**src/rtl/var_bw_mul_pkg.sv**
```systemverilog
// -----------------------------------------------------------------------------
// var_bw_mul_pkg
// Shared types and helpers for the variable bit-width pipelined multiplier.
//   mode_e       : operation mode (full, two lanes, four lanes, reserved)
//   lane_count() : number of independent lanes a mode splits the operands into
//   stage_t      : contents of one pipeline stage (valid, mode, err, product)
// -----------------------------------------------------------------------------
package var_bw_mul_pkg;

    typedef enum logic [1:0] {
        MODE_FULL    = 2'd0,
        MODE_HALF    = 2'd1,
        MODE_QUARTER = 2'd2,
        MODE_RSVD    = 2'd3
    } mode_e;

    // Product field is sized for the widest supported operand (WIDTH = 64).
    // Narrower instances zero-extend into it and synthesis trims the rest.
    localparam int MAX_WIDTH = 64;
    localparam int STG_P_W   = 2 * MAX_WIDTH;

    // The reserved mode is evaluated as a full-width product.
    function automatic int unsigned lane_count(input mode_e m);
        int unsigned n;
        case (m)
            MODE_HALF:    n = 2;
            MODE_QUARTER: n = 4;
            default:      n = 1;
        endcase
        return n;
    endfunction

    typedef struct packed {
        logic                 valid;
        mode_e                mode;
        logic                 err;
        logic [STG_P_W-1:0]   product;
    } stage_t;

endpackage

```
**src/rtl/var_bw_mul_core.sv**
```systemverilog
// -----------------------------------------------------------------------------
// var_bw_mul_core
// Purely combinational partitioned multiplier. Each operand is cut into four
// quarters of Q = WIDTH/4 bits; all 16 quarter-by-quarter sub-products are
// formed and only those whose quarters fall in the same lane are summed.
//   mode : 0 full, 1 two lanes, 2 four lanes, 3 treated as full
//   a, b : WIDTH-bit unsigned operands
//   p    : 2*WIDTH-bit result, lane k at p[k*2L +: 2L]
// -----------------------------------------------------------------------------
module var_bw_mul_core
    import var_bw_mul_pkg::*;
#(
    parameter int WIDTH = 16
) (
    input  logic [1:0]         mode,
    input  logic [WIDTH-1:0]   a,
    input  logic [WIDTH-1:0]   b,
    output logic [2*WIDTH-1:0] p
);

    localparam int Q   = WIDTH / 4;
    localparam int P_W = 2 * WIDTH;

    int unsigned    grp;
    logic [Q-1:0]   a_q;
    logic [Q-1:0]   b_q;
    logic [2*Q-1:0] pp;
    logic [P_W-1:0] acc;

    // Sub-product a_i*b_j carries weight 2^((i+j)*Q). Within a lane of G
    // quarters the same shift lands the lane product at its own 2L-bit slot,
    // so masking out cross-lane pairs is all that separates the lanes. Each
    // lane product fits in 2L bits, so no sum can spill into the next lane.
    always_comb begin
        grp = 4 / lane_count(mode_e'(mode));
        a_q = '0;
        b_q = '0;
        pp  = '0;
        acc = '0;
        for (int i = 0; i < 4; i++) begin
            for (int j = 0; j < 4; j++) begin
                if ((i / grp) == (j / grp)) begin
                    a_q = a[i*Q +: Q];
                    b_q = b[j*Q +: Q];
                    pp  = {{Q{1'b0}}, a_q} * {{Q{1'b0}}, b_q};
                    acc = acc + (P_W'(pp) << ((i + j) * Q));
                end
            end
        end
    end

    assign p = acc;

endmodule

```
**src/rtl/var_bw_mul_pipe.sv**
```systemverilog
// -----------------------------------------------------------------------------
// var_bw_mul_pipe
// Pipelined variable bit-width multiplier with valid/ready on both sides.
// The combinational core sits ahead of stage 0; LATENCY register stages then
// carry valid, mode, err and product. All stages advance together whenever
// the output slot is empty or being taken, otherwise everything holds.
//   clk, rst_n          : clock, asynchronous active-low reset
//   in_valid/in_ready   : operand handshake (in_ready is combinational)
//   in_mode, in_a, in_b : mode and WIDTH-bit operands
//   out_valid/out_ready : result handshake
//   out_p               : 2*WIDTH-bit product(s)
//   out_mode, out_err   : mode of the result, set err for reserved mode 3
// -----------------------------------------------------------------------------
module var_bw_mul_pipe
    import var_bw_mul_pkg::*;
#(
    parameter int WIDTH   = 16,
    parameter int LATENCY = 2
) (
    input  logic               clk,
    input  logic               rst_n,
    input  logic               in_valid,
    output logic               in_ready,
    input  logic [1:0]         in_mode,
    input  logic [WIDTH-1:0]   in_a,
    input  logic [WIDTH-1:0]   in_b,
    output logic               out_valid,
    input  logic               out_ready,
    output logic [2*WIDTH-1:0] out_p,
    output logic [1:0]         out_mode,
    output logic               out_err
);

    localparam int P_W = 2 * WIDTH;

    generate
        if ((WIDTH % 4) != 0 || WIDTH < 8 || WIDTH > MAX_WIDTH) begin : g_bad_width
            $error("var_bw_mul_pipe: WIDTH must be a multiple of 4 in 8..64");
        end
        if (LATENCY < 1 || LATENCY > 4) begin : g_bad_latency
            $error("var_bw_mul_pipe: LATENCY must be 1..4");
        end
    endgenerate

    stage_t         stage_q [LATENCY];
    logic [P_W-1:0] core_p;
    logic           adv;

    var_bw_mul_core #(
        .WIDTH (WIDTH)
    ) u_core (
        .mode (in_mode),
        .a    (in_a),
        .b    (in_b),
        .p    (core_p)
    );

    // Whole pipe moves as one shift register; a stalled output freezes every
    // stage, so bubbles stay in place and order is preserved.
    assign adv      = !stage_q[LATENCY-1].valid || out_ready;
    assign in_ready = adv;

    always_ff @(posedge clk or negedge rst_n) begin
        if (!rst_n) begin
            for (int s = 0; s < LATENCY; s++) begin
                stage_q[s] <= '0;
            end
        end else if (adv) begin
            // stage 0: capture core result with its control
            stage_q[0].valid   <= in_valid;
            stage_q[0].mode    <= mode_e'(in_mode);
            stage_q[0].err     <= (mode_e'(in_mode) == MODE_RSVD);
            stage_q[0].product <= STG_P_W'(core_p);
            // stages 1..LATENCY-1: plain shift
            for (int s = 1; s < LATENCY; s++) begin
                stage_q[s] <= stage_q[s-1];
            end
        end
    end

    assign out_valid = stage_q[LATENCY-1].valid;
    assign out_mode  = stage_q[LATENCY-1].mode;
    assign out_err   = stage_q[LATENCY-1].err;
    assign out_p     = stage_q[LATENCY-1].product[P_W-1:0];

    // Upper product bits are always zero for narrow instances; fold them
    // into a sink so they are visibly intentional.
    generate
        if (P_W < STG_P_W) begin : g_hi_sink
            logic unused_hi;
            assign unused_hi = ^stage_q[LATENCY-1].product[STG_P_W-1:P_W];
        end
    endgenerate

endmodule

```
**config.mk**
```make
export PLATFORM = sky130hd
export DESIGN_NAME = var_bw_mul_pipe
export DESIGN_NICKNAME = d
export VERILOG_FILES = /design/src/rtl/var_bw_mul_pkg.sv /design/src/rtl/var_bw_mul_core.sv /design/src/rtl/var_bw_mul_pipe.sv
export SDC_FILE = /design/constraint.sdc
export NUM_CORES = 1
export LEC_CHECK = 0
export BUFFER_PORTS_ARGS = -buffer_cell sky130_fd_sc_hd__clkbuf_2
export CAP_MARGIN = 10
export CORE_UTILIZATION = 50
export CTS_BUF_LIST = sky130_fd_sc_hd__clkbuf_4 sky130_fd_sc_hd__clkbuf_8
export DETAILED_ROUTE_END_ITERATION = 6
export GPL_TIMING_DRIVEN = 0
export PLACE_DENSITY = 0.72
export RECOVER_POWER = 50
export SLEW_MARGIN = 20
export SYNTH_ARGS = -nofsm -noshare
export SYNTH_HDL_FRONTEND = slang
export SYNTH_HIERARCHICAL = 1
export SYNTH_SLANG_ARGS = --single-unit
```
**constraint.sdc**
```tcl
create_clock -name clk -period 3 [get_ports clk]
set_input_delay 0.6 -clock clk [delete_from_list [all_inputs] [get_ports clk]]
set_output_delay 0.6 -clock clk [all_outputs]
set_load 0.005 [all_outputs]
```
==> flow_summary.json, run 1 <==
{
  "worstPathRequired_ns": 3.25,
  "synth_top_area_share_pct": 23.1,
  "synth_area_um2": 16400,
  "root_buffer": "clkbuf_8",
  "fin_skew_ns": 0.00418,
  "status": "finished with violations",
  "wl_per_cell_um": 18.1,
  "ys.flop_type": "dfrtp_1",
  "cts_sinks": 72,
  "setup_viol": 28,
  "clock_latency_ns": 0.36,
  "die_x_um": 183,
  "grt_pass1_vias": 14100,
  "final_nets": 2548,
  "core_um2": 32500,
  "critPathKind": "primary input to flip-flop",
  "h-tree-depth": 3,
  "fin_crit_ns": 15.87,
  "ant_nets": 0,
  "layout-drive-gt1-share_pct": 30.5,
  "synth.distinct_cells": 74,
  "synth_top_cells_by_count": "ha_1 (303), inv_1 (229), and2_1 (170)",
  "p_total_mw": 27.8,
  "drtPass1Iterations": 5,
  "arrival_ns": 16.12,
  "yosysMostFrequentCell": "ha_1",
  "finalHoldViolations": 0,
  "gr-total-overflow": 0,
  "slowest_delay_ns": 0.62,
  "min_period_over_period_pct": 529,
  "pwr_density_cell_nw_per_um2": 1340,
  "viasPerCell": 5.56,
  "cts_buffers": 9,
  "async_flop_share_pct": 100,
  "netlist_top_cells_area": "ha_1 (23%), dfrtp_1 (11%), fa_1 (9.6%)",
  "hold_class": "flip-flop to flip-flop",
  "fmax_ghz": 0.0630,
  "drc": 0,
  "ys_seq_elements": 72,
  "leakagePower_nw": 10.6,
  "grtUsageTotal_pct": 26.4,
  "grt_pass1_wl_um": 70300,
  "cts_tree": "done",
  "vias": 14300,
  "synth_area_leader_cell": "ha_1",
  "post-route-util_pct": 64.1,
  "worst_slack_ns": -12.87,
  "antenna_found_initial": 1,
  "chipHeight_um": 183,
  "start_util_pct": 50.6,
  "rows": 66,
  "violations": "max-capacitance violations, max-slew violations, negative setup slack",
  "max-clock-path-buffers": 2,
  "rsz0062_at_grt": "true",
  "place_congestion": 0.935,
  "syn2layout_area_growth_pct": 26.6,
  "grt_max_degree": 38,
  "ir_worst_vdd_mv": 0.880,
  "io_buffers": 74,
  "dp_hpwl_um": 35000,
  "synth-edff-count": 0,
  "critPathCaptureType": "flip-flop",
  "dieArea_um2": 33600,
  "crit_path_top_delay_cell": "fa_2",
  "drv_cap": 1,
  "yosys_warnings": 6,
  "ios": 75,
  "path_clk_slew_ns": 0.08,
  "tightest_slew_ns": 1.91,
  "ys_seq_area_share_pct": 11.0,
  "critPathLaunchType": "primary input",
  "path_max_fanout": 7,
  "synth_area_per_cell_um2": 8.56,
  "relSlewSlack_pct": -27.3,
  "routed_wl_um": 46500,
  "syn_inst": 1919,
  "drt_iter0_markers": 643,
  "drv_slew": 38
}
power by group:
group / switching (mW) / internal, mW
Combinational: 12.0 / 13.2
Sequential: 0.259 / 1.44
Clock: 0.391 / 0.482
Total: 12.7 / 15.1
kinds of logic after synthesis:
| logic type | after synthesis | synth area share [%] |
|---|---|---|
| and+or+nand+nor | 510 | 16.1 |
| adders and majority gates | 382 | 32.7 |
| AOI/OAI and AO/OA | 376 | 14.9 |
| buffers and inverters | 325 | 9.01 |
| xor gates and xnor gates | 169 | 9.06 |
| muxes | 84 | 7.22 |
| DFF | 72 | 11.0 |
| other | 1 | 0.0228 |
flip-flops by register name (all words and copies together) (netlist names):
name and flops:
out_mode 2, out_err 1, out_p 32, stage_q 36, out_valid 1
layer usage:
metal	wire length (µm)	GRT usage, %
met4	1940	9.00
met2	23100	48.0
met3	2310	2.66
met1	19200	32.3
met5	0	0
layout by cell type (no fill, tap or decap), types with 8 or more instances in the layout:
cell	netlist	final
inv_1	229	214
a21oi_2	1	40
ha_4	0	41
clkbuf_2	0	71
o21ai_1	7	20
mux2_4	67	70
xor2_1	36	24
buf_4	34	139
nor2b_1	16	10
inv_2	0	14
buf_6	0	15
xnor2_2	1	28
buf_12	8	10
mux2i_1	9	8
fa_2	0	13
nand2_1	161	148
o21ai_2	0	22
o21a_1	14	12
nor2_2	0	14
fa_1	79	66
nand2b_1	11	10
o21bai_1	36	31
nand2_2	0	9
and2_1	170	164
clkbuf_1	50	42
nor3_1	21	10
xnor2_1	132	98
o21ai_0	51	12
clkbuf_8	0	12
a21oi_4	0	11
a21oi_1	123	73
ha_1	303	255
a21o_1	76	76
nor2_1	72	56
dfrtp_1	72	72
repair_timing:
action	4_1_cts	5_1_grt
setup buffers	74	51
cloned	0	0
hold buffers	0	0
pin swaps	140	149
gates resized for setup	141	176
setup endpoints to repair	28	28
metrics by stage:
stage	setup WS [ns]	instances	setup TNS (ns)	area (µm²)	hold slack, ns
floorplan	-11.52	1921	-199.84	17000	0.304
global placement	-14.21	2437	-246.72	17900	0.457
detailed placement	-14.42	2438	-251.69	18000	0.456
CTS	-12.67	2528	-218.73	19500	0.219
global route	-13.58	2575	-234.23	20800	0.463
finish	-12.87	2576	-222.17	20800	0.468
worst max-delay path: cells and delay by family:
kind,cells,cell delay (ns)
buffers and inverters,12,1.46
and+or+nand+nor,14,1.22
xor gates and xnor gates,8,1.31
adders and majority gates,15,5.72
AOI/OAI and AO/OA,33,5.29
muxes,3,0.47
final timing paths:
check                                    startpoint                       end  slack [ns]  depth (start not counted)
min in group asynchronous                     rst_n     out_p[30]$_DFFE_PN0P_        0.76                          1
setup reg to reg              out_valid$_DFFE_PN0P_  stage_q[161]$_DFFE_PN0P_        1.24                          4
hold reg to reg            stage_q[263]$_DFFE_PN0P_     out_valid$_DFFE_PN0P_        0.47                          1
max in group asynchronous                     rst_n      out_p[9]$_DFFE_PN0P_        0.48                          2
setup / recovery                            in_b[1]  stage_q[163]$_DFFE_PN0P_      -12.87                         85
hold / removal             stage_q[263]$_DFFE_PN0P_     out_valid$_DFFE_PN0P_        0.47                          1
area by class of cell:
cell class                      count  area [µm²]
Clock inverter                      6        90.1
Tap cell                          442         553
Clock buffer                       10         131
Sequential cell                    72        1800
Buffer                             95         696
Fill cell                        2526       11700
Timing Repair Buffer              197        1480
Inverter                          229         862
Antenna cell                        1        2.50
Multi-Input combinational cell   1524       15200
(Power assumes the default switching activity.)
==> run 2: changes to the inputs <==
Settings changed: CORE_ASPECT_RATIO from default to 1.75, PLACE_DENSITY 0.72 to 0.75.
Clock period 3 ns to 14.2 ns, I/O delays scaled along.
==> flow_summary.json, run 2 (synthesized netlist as in run 1, its figures left out) <==
{
  "status": "finished with violations",
  "violations": "design-rule violations, max-capacitance violations, max-slew violations, negative setup slack",
  "setup_viol": 14,
  "final_common_cell": "ha_1",
  "h-tree-depth": 3,
  "io_buffers": 74,
  "dieArea_um2": 33600,
  "path_clk_slew_ns": 0.08,
  "pwr_density_cell_nw_per_um2": 271,
  "fin_crit_ns": 18.24,
  "slowest_delay_ns": 0.59,
  "critPathCaptureType": "flip-flop",
  "cts_buffers": 9,
  "worst_path_dominant_cell_family": "adder cells",
  "vias": 14400,
  "syn2layout_area_growth_pct": 20.3,
  "ctsHoldBuffers": 0,
  "rows": 87,
  "fin_skew_ns": 0.00935,
  "min_period_over_period_pct": 128,
  "antenna_found_initial": 0,
  "final_cell_mix": "ha_1 (274), inv_1 (223), and2_1 (165)",
  "viasPerCell": 5.78,
  "power_frac_seq_pct": 6.7,
  "grt_pass1_wl_um": 73900,
  "largest_register_ffs": 36,
  "combPwrFrac_pct": 89.5,
  "critPathLaunchType": "primary input",
  "placed_area_um2": 17700,
  "place_congestion": 0.925,
  "start_util_pct": 50.8,
  "drv_slew": 52,
  "cp_common_cell": "ha_1",
  "drtPass1Iterations": 7,
  "worst_slack_ns": -4.04,
  "worstPathRequired_ns": 14.47,
  "p_int_mw": 2.87,
  "p_total_mw": 5.35,
  "crit_path_top_delay_cell": "fa_1",
  "chipHeight_um": 242,
  "core_um2": 32300,
  "switchingPower_mw": 2.47,
  "path_buf_inv": 13,
  "wl_per_cell_um": 19.0,
  "drt_iter0_markers": 579,
  "final_nets": 2511,
  "grtUsageTotal_pct": 27.9,
  "preCtsSetupSlack_ns": -6.00,
  "final_cell_count_no_fill": 2496,
  "ant_nets": 0,
  "clock_latency_ns": 0.38,
  "fmax_ghz": 0.0548,
  "max-clock-path-buffers": 2,
  "path_max_fanout": 3,
  "grt_max_degree": 52,
  "dp.cells": 2396,
  "layout-drive-gt1-share_pct": 24.5,
  "swShare_pct": 46.3,
  "hold_class": "flip-flop to flip-flop",
  "root_buffer": "clkbuf_8",
  "drc": 2,
  "p_clk_share_pct": 3.8,
  "finalHoldViolations": 0,
  "tightest_slew_ns": 2.70,
  "ios": 75,
  "setup_tns_ns": -36.06,
  "dp_hpwl_um": 37500,
  "critPathKind": "primary input to flip-flop",
  "post-route-util_pct": 61.1,
  "cts_tree": "done",
  "finish.instance_area_um2": 19800,
  "routed_wl_um": 47400,
  "die_x_um": 139,
  "cts_sinks": 72,
  "rsz0062_at_grt": "true",
  "relSlewSlack_pct": -79.7,
  "antenna_cells": 0,
  "max_flop_register": "stage_q",
  "drv_cap": 1,
  "gr-total-overflow": 0,
  "ir_worst_vdd_mv": 0.156,
  "grt_pass1_vias": 15300,
  "timing.hold.ws_ns": 0.478,
  "leakagePower_nw": 10.2,
  "arrival_ns": 18.51
}
-- run 2: changes by cell type in the layout (fill, tap and decap cells not counted), sizes merged --
cell and delta:
buf -39, clkbuf +2, bufinv +1, clkinv -1, diode -1
-- run 2: what timing repair did --
item                                    CTS  global route
setup buffers                            68            21
gates resized for setup                 146            89
pin swaps                               124           118
gates cloned                              0             0
endpoints found under the setup margin   16            15
-- run 2: cell type report --
class / count / area (µm²)
sequential: 72 / 1800
buffer: 93 / 686
clock inverter: 6 / 115
tap: 400 / 500
inverter: 229 / 860
clock buffer: 10 / 131
multi-input combinational: 1524 / 14500
fill: 2666 / 12600
timing repair buffer: 162 / 1190
-- run 2: final timing paths --
| kind | startpoint | endpoint | slack, ns | cells past startpoint |
|---|---|---|---|---|
| max | in_a[1] | stage_q[163]$_DFFE_PN0P_ | -4.04 | 81 |
| min | stage_q[263]$_DFFE_PN0P_ | out_valid$_DFFE_PN0P_ | 0.48 | 1 |
| max reg2reg | out_valid$_DFFE_PN0P_ | stage_q[158]$_DFFE_PN0P_ | 12.36 | 4 |
| min reg2reg | stage_q[263]$_DFFE_PN0P_ | out_valid$_DFFE_PN0P_ | 0.48 | 1 |
| max in group asynchronous | rst_n | out_p[26]$_DFFE_PN0P_ | 8.38 | 2 |
| min in group asynchronous | rst_n | stage_q[263]$_DFFE_PN0P_ | 2.69 | 1 |
-- run 2: power groups by stage --
| stage | Sequential (mW) | Clock [mW] | Combinational (mW) |
|---|---|---|---|
| after floorplan | 0.342 | 0 | 2.77 |
| after global placement | 0.356 | 0 | 3.36 |
| after detailed placement | 0.361 | 0 | 3.48 |
| after CTS | 0.358 | 0.209 | 4.22 |
| after global routing | 0.368 | 0.216 | 5.15 |
| final | 0.357 | 0.203 | 4.79 |
-- run 2: layer usage --
| metal | GRT usage (%) | share of wire (%) |
|---|---|---|
| met5 | 0 | 0 |
| met4 | 23.5 | 9.1 |
| met3 | 2.44 | 3.4 |
| met2 | 53.9 | 53 |
| met1 | 26.2 | 34 |
